File: src/rtl/gtb_serial_ctrl.sv
// Sequenced Gray-to-binary converter: one input word is resolved MSB-first at one
// bit per clock through a single XOR, then held until the consumer takes it.
module gtb_serial_ctrl #(
  parameter int WIDTH = 3,
  parameter int CNT_W = 8
) (
  input  logic             clk,
  input  logic             rst,
  input  logic             in_valid,
  output logic             in_ready,
  input  logic [WIDTH-1:0] g_in,
  output logic             out_valid,
  input  logic             out_ready,
  output logic [WIDTH-1:0] b_out,
  output logic             busy,
  output logic [CNT_W-1:0] conv_count
);

  // Handshake: a word moves on any rising edge where valid and ready are both
  // high; valid never drops without ready, and data is stable while valid.
  localparam int IDX_W = (WIDTH > 2) ? $clog2(WIDTH) : 1;

  typedef enum logic [1:0] {
    IDLE = 2'd0,
    CONV = 2'd1,
    DONE = 2'd2
  } state_t;

  state_t           state;
  logic [WIDTH-1:0] g_reg;
  logic [IDX_W-1:0] idx;
  logic [IDX_W-1:0] idx_up;

  assign in_ready = (state == IDLE);
  assign idx_up   = idx + IDX_W'(1);

  always_ff @(posedge clk or posedge rst) begin
    if (rst) begin
      state      <= IDLE;
      g_reg      <= '0;
      b_out      <= '0;
      idx        <= '0;
      out_valid  <= 1'b0;
      busy       <= 1'b0;
      conv_count <= '0;
    end else begin
      case (state)
        IDLE: begin
          if (in_valid) begin
            g_reg <= g_in;
            b_out <= {g_in[WIDTH-1], {(WIDTH-1){1'b0}}};
            idx   <= IDX_W'(WIDTH - 2);
            busy  <= 1'b1;
            state <= CONV;
          end
        end
        CONV: begin
          // Each edge resolves one bit from the already-resolved bit above it.
          b_out[idx] <= b_out[idx_up] ^ g_reg[idx];
          if (idx == '0) begin
            out_valid <= 1'b1;
            state     <= DONE;
          end else begin
            idx <= idx - IDX_W'(1);
          end
        end
        DONE: begin
          if (out_ready) begin
            out_valid  <= 1'b0;
            busy       <= 1'b0;
            conv_count <= conv_count + CNT_W'(1);
            state      <= IDLE;
          end
        end
        default: state <= IDLE;
      endcase
    end
  end

endmodule

File: config.mk
export PLATFORM = sky130hd
export DESIGN_NAME = gtb_serial_ctrl
export DESIGN_NICKNAME = d
export VERILOG_FILES = /design/src/rtl/gtb_serial_ctrl.sv
export SDC_FILE = /design/constraint.sdc
export NUM_CORES = 1
export LEC_CHECK = 0
export CORE_MARGIN = 4
export CORE_UTILIZATION = 49
export CTS_CLUSTER_DIAMETER = 50
export DETAILED_ROUTE_END_ITERATION = 6
export HOLD_SLACK_MARGIN = 0.1
export PLACE_DENSITY = 0.77
export SETUP_SLACK_MARGIN = 0.2
export SLEW_MARGIN = 25
export SYNTH_ARGS = -nofsm -noshare
export SYNTH_HDL_FRONTEND = slang
export SYNTH_SLANG_ARGS = --single-unit
File: constraint.sdc
create_clock -name clk -period 2.2 [get_ports clk]
set_clock_uncertainty 0.1 [all_clocks]
set_input_delay 0.66 -clock clk [delete_from_list [all_inputs] [get_ports clk]]
set_output_delay 0.66 -clock clk [all_outputs]
set_load 0.005 [all_outputs]
; After elaboration in Yosys (flattened, before gate mapping)
; Index checks and enable logic that the tools add are counted.
; W data, S select, Z words.
[op_classes]
bitwise_logic = 1
reduce_logical = 13
eq_ne = 6
n_mux = 20
order_cmp = 3
add_sub_neg = 3
[ops]
columns = cell, n
row1 = $reduce_and A3 Y1, 4
row2 = $add A8 B1 Y8 const B, 1
row3 = $mux W2, 4
row4 = $ne A2 B2 Y1 const B, 4
row5 = $lt A2 B3 Y1 const B, 2
row6 = $mux W1, 6
row7 = $pmux W2 S3, 1
row8 = $pmux W3 S2, 1
row9 = $reduce_and A2 Y1, 3
row10 = $reduce_bool A2 Y1, 3
row11 = $bmux W1 S2, 2
row12 = $logic_not A2 Y1, 2
row13 = $pmux W1 S2, 2
row14 = $pmux W2 S2, 1
row15 = $bwmux W3, 1
row16 = $mux W3, 1
row17 = $add A2 B1 Y2 const B, 1
row18 = $demux W1 S2, 1
row19 = $eq A2 B1 Y1 const B, 1
row20 = $eq A2 B2 Y1 const B, 1
row21 = $ge A2 B1 Y1 const B, 1
row22 = $sub A2 B1 Y2 const B, 1
row23 = $logic_and A1 B1 Y1, 1
row24 = $xor A1 B1 Y1, 1
[totals]
out_inout_bits = 14
wordCells = 53
reg_bits = 20
input_bits = 7

; Depth between registers and ports, before layout
[logic_depth]
ltp_word = 6
ltp_mapped = 7
depth_no_buf = 6

; Worst setup path before layout
; OpenSTA, ideal clock, no wires.
[synth_timing]
kind = register to register
from = reg idx[0]
to = reg b_out[1]
arrival_ns = 1.627
stages_incl_launch_ff = 8
required_ns = 1.973
setup_time_ns = 0.127
synth_period_minus_slack_ns = 1.854
path_slack_ns = 0.346
path_buffers = 1
cell_sequence = dfrtp_1 buf_2 inv_1 ha_1 mux2_4 a21oi_1 xor2_1 o21ai_1
[synth_via]
elab_chain_cells = 6
elab_cells_between_ends = 13
cone_classes = 1 x add/sub / 2 x order compare / 8 x mux / 1 x bitwise / 1 x reduce/logical
[synth_lines]
columns = element, line
row1 = start: declaration, 31  ; logic [IDX_W-1:0] idx;
row2 = start signal: assignment, 52  ; idx <= IDX_W'(WIDTH - 2);
row3 = start signal: assignment, 64  ; idx <= idx - IDX_W'(1);
row4 = $add A2 B1 Y2 (tied with other cells), 35  ; assign idx_up = idx + IDX_W'(1);
row5 = $bmux W1 S2 or $logic_and A1 B1 Y1 (tied branches), 59  ; b_out[idx] <= b_out[idx_up] ^ g_reg[idx];
row6 = $mux W1 (implied by the code), 59
row7 = $xor A1 B1 Y1 or $demux W1 S2 (tied branches), 59
row8 = $bwmux W3 (*), 59
row9 = $pmux W3 S2 (*), 47  ; case (state)
row10 = end signal: assignment, 51  ; b_out <= {g_in[WIDTH-1], {(WIDTH-1){1'b0}}};
row11 = end signal: indexed assignment, 59
row12 = end: declaration, 14  ; output logic [WIDTH-1:0] b_out,
; Every way passes the cells marked *; elsewhere a longest branch is shown, timed or not. The select of a mux whose other input is x is not followed.
; A chain may end at the register's enable or synchronous reset.

; Final worst setup path
[layout_timing]
from = reg b_out[0]
to = out b_out[0]
; No word-level cell between the ends.

==> flow_metrics.py <==
metrics = {
    "power_and_ir_drop": {
        "pwr-share-comb_pct": 52.0,
        "internal_power_uw": 991,
        "p_leak_nw": 0.678,
        "finalPower_mw": 1.54,
        "clockPowerShare_pct": 11.2,
        "p_sw_share_pct": 35.6,
        "power_density_nw_per_um2": 1170,
        "p_switching_uw": 549,
        "vdd.ir_drop.worst_mv": 0.881,
        "power_frac_seq_pct": 36.8,
    },
    "cts": {
        "cts_buffers": 3,
        "clock_latency_ns": 0.30,
        "numClockSinks": 20,
        "holdBufCountCts": 0,
        "cts_max_path_buffers": 2,
        "cts.clk_slew.worst_paths_ns": 0.11,
        "cts_tree": "done",
        "cts-root-buf": "clkbuf_4",
        "htree_levels": 1,
    },
    "worst_setup_path": {
        "critPathMaxStageDelay_ns": 0.51,
        "critPathSlowestCell": "clkdlybuf4s50_1",
        "path_cells": "clkdlybuf4s50_1",
        "r2r_start": "idx[1]$_DFFE_PP0P_",
        "critPathKind": "reg -> out",
        "cp_max_fo": 3,
        "worstReg2RegEnd": "b_out[1]$_DFFE_PP0P_",
        "crit_family": "buffers and inverters",
        "regToRegSetupSlack_ns": 0.35,
        "ff2ff_path_depth": 6,
        "critical_path_buf_inv_count": 1,
        "start_kind": "flop",
        "arrival_ns": 1.20,
        "crit_required_ns": 1.44,
        "critPathCaptureType": "output port",
    },
    "synthesis": {
        "synth_common_cells": "dfrtp_1, nand2_1, inv_1",
        "yosysMostFrequentCell": "dfrtp_1",
        "synth_area_um2": 982,
        "synth.distinct_cells": 29,
        "synthFlopType": "dfrtp_1",
        "ys_ff_latch": 20,
        "avgSynthCellArea_um2": 10.9,
        "synth_top_area_cell": "dfrtp_1",
        "syn-num-nets": 101,
        "synth_top_area_share_pct": 51.0,
        "synth_area_leaders": "dfrtp_1, xnor2_1, ha_1, nand2_1, inv_1",
        "synth_seq_area_share_pct": 51.0,
        "syn_inst": 90,
        "ys_async_sr_fraction_pct": 100,
        "yosysWarnings": 0,
        "synth_edf_count": 0,
    },
    "timing": {
        "hold_violations": 0,
        "fin_tns_setup_ns": 0,
        "fmax_ghz": 0.510,
        "slew_viol_final": 0,
        "slew_headroom_pct": 75.5,
        "setup_viol": 0,
        "rsz0062_at_grt": "no",
        "finalCriticalPeriod_ns": 1.96,
        "min_period_over_period_pct": 89.1,
        "worst_slew_pin_slew_ns": 0.367,
    },
    "grt": {
        "antenna_found_initial": 0,
        "grt_pass1_wl_mm": 3.01,
        "gr-total-overflow": 0,
        "grt_pass1_vias": 675,
        "grt.total_usage_pct": 15.1,
        "grt_max_degree": 21,
    },
    "floorplanning": {
        "die-area_um2": 2780,
        "boundaryPins": 21,
        "die_w_um": 52.8,
        "die_y_um": 52.8,
        "std_cell_rows": 15,
        "initial_core_util_pct": 54.0,
        "core_um2": 1820,
    },
    "final_layout": {
        "fin_nets": 135,
        "area_growth_pct": 34.5,
        "largest_register_ffs": 8,
        "fillerInstances": 141,
        "final_area_um2": 1320,
        "fin_cells": 147,
        "multi_input_area_um2": 440,
        "drive_above_1_share_pct": 18.0,
        "regArea_um2": 502,
        "antenna_cells": 0,
    },
    "route": {
        "ant_nets": 0,
        "route.detailed.drc": 0,
        "drt_pass1_iterations": 4,
        "drt-wirelength-per-cell_um": 12.1,
        "dr.first_iter.drc_count": 6,
        "num_vias": 713,
        "drt-total-wl_mm": 1.78,
        "viasPerCell": 4.85,
    },
    "job": {
        "cap_violations": 0,
    },
    "hold_path": {
        "min_delay_path_depth": 1,
        "min_to": "conv_count[7]$_DFFE_PP0P_",
        "hold_path.class": "reg -> reg",
        "hp-start": "conv_count[7]$_DFFE_PP0P_",
    },
    "placement": {
        "hpwl_mm": 1.29,
        "placedCellCount": 135,
        "port-buffer-count": 20,
        "dpl_cell_area_um2": 1220,
        "gp_congestion": 0.820,
    },
    "run_status": {
        "run_status": "finished, final reports clean",
    },
}
==> metrics by stage <==
| stage | hold WS, ns | worst slack, ns | utilization (%) |
|---|---|---|---|
| 2_1_floorplan | 0.357 | 0.346 | - |
| 3_3_place_gp | 0.361 | 0.0938 | 67.1 |
| 3_5_place_dp | 0.363 | 0.0694 | 67.1 |
| 4_1_cts | 0.384 | 0.209 | 70.4 |
| 5_1_grt | 0.413 | 0.165 | 72.6 |
| 6_report | 0.377 | 0.240 | 72.6 |
==> power by group through the flow <==
stage / logic (mW) / clock network, mW / registers, mW
3_5_place_dp: 0.716 / 0 / 0.609
2_1_floorplan: 0.491 / 0 / 0.578
4_1_cts: 0.787 / 0.176 / 0.571
3_3_place_gp: 0.710 / 0 / 0.607
6_report: 0.801 / 0.172 / 0.567
5_1_grt: 0.897 / 0.190 / 0.588
==> what timing repair did <==
item | in CTS | in global routing
resized for setup | 2 | 4
setup endpoints to repair | 5 | 7
buffers inserted | 5 | 4
==> cell usage in the layout, fill, tap and decap left out, drive strengths merged, types with 3 or more instances in the layout <==
cell           count
a21oi              4
buf               12
clkbuf             3
clkdlybuf4s50     15
dfrtp             20
dlymetal6s2s       4
ha                 4
inv                7
mux2               4
nand2             10
nand3              3
nand3b             4
nor2               4
nor3b              3
o21ai              4
xnor2              6
==> metal layers <==
metal  global-route usage (%)  up-vias  share of wire [%]
li1                         -      367                  -
met1                     22.8      326                 50
met2                     20.5       15                 43
met3                     2.56        5                4.0
met4                     7.66        0                2.2
met5                        0        -                  0
==> how the worst max path moves through the flow <==
stage,cells past startpoint,endpoint,from
after floorplan,7,b_out[1]$_DFFE_PP0P_,idx[0]$_DFFE_PP0P_
after global placement,3,g_reg[1]$_DFFE_PP0P_,in_valid
after detailed placement,3,g_reg[1]$_DFFE_PP0P_,in_valid
after CTS,1,b_out[2],b_out[2]$_DFFE_PP0P_
after global routing,6,b_out[2]$_DFFE_PP0P_,idx[1]$_DFFE_PP0P_
final,1,b_out[0],b_out[0]$_DFFE_PP0P_
==> area by class of cell <==
cell class / instances / share of cell area [%]
Sequential cell: 20 / 38.0
Multi-Input combinational cell: 60 / 33.3
Timing Repair Buffer: 32 / 22.6
Tap cell: 25 / 2.37
Inverter: 7 / 1.99
Clock buffer: 3 / 1.70
==> cells by family after synthesis <==
logic type	synth area share, %
AOI/OAI and AO/OA	6.88
xor gates and xnor gates	7.13
adders and majority gates	5.10
buffers and inverters	4.20
DFF	51.0
muxes	5.99
and+or+nand+nor	19.7
Note: power is estimated with default switching activity, not from simulation.
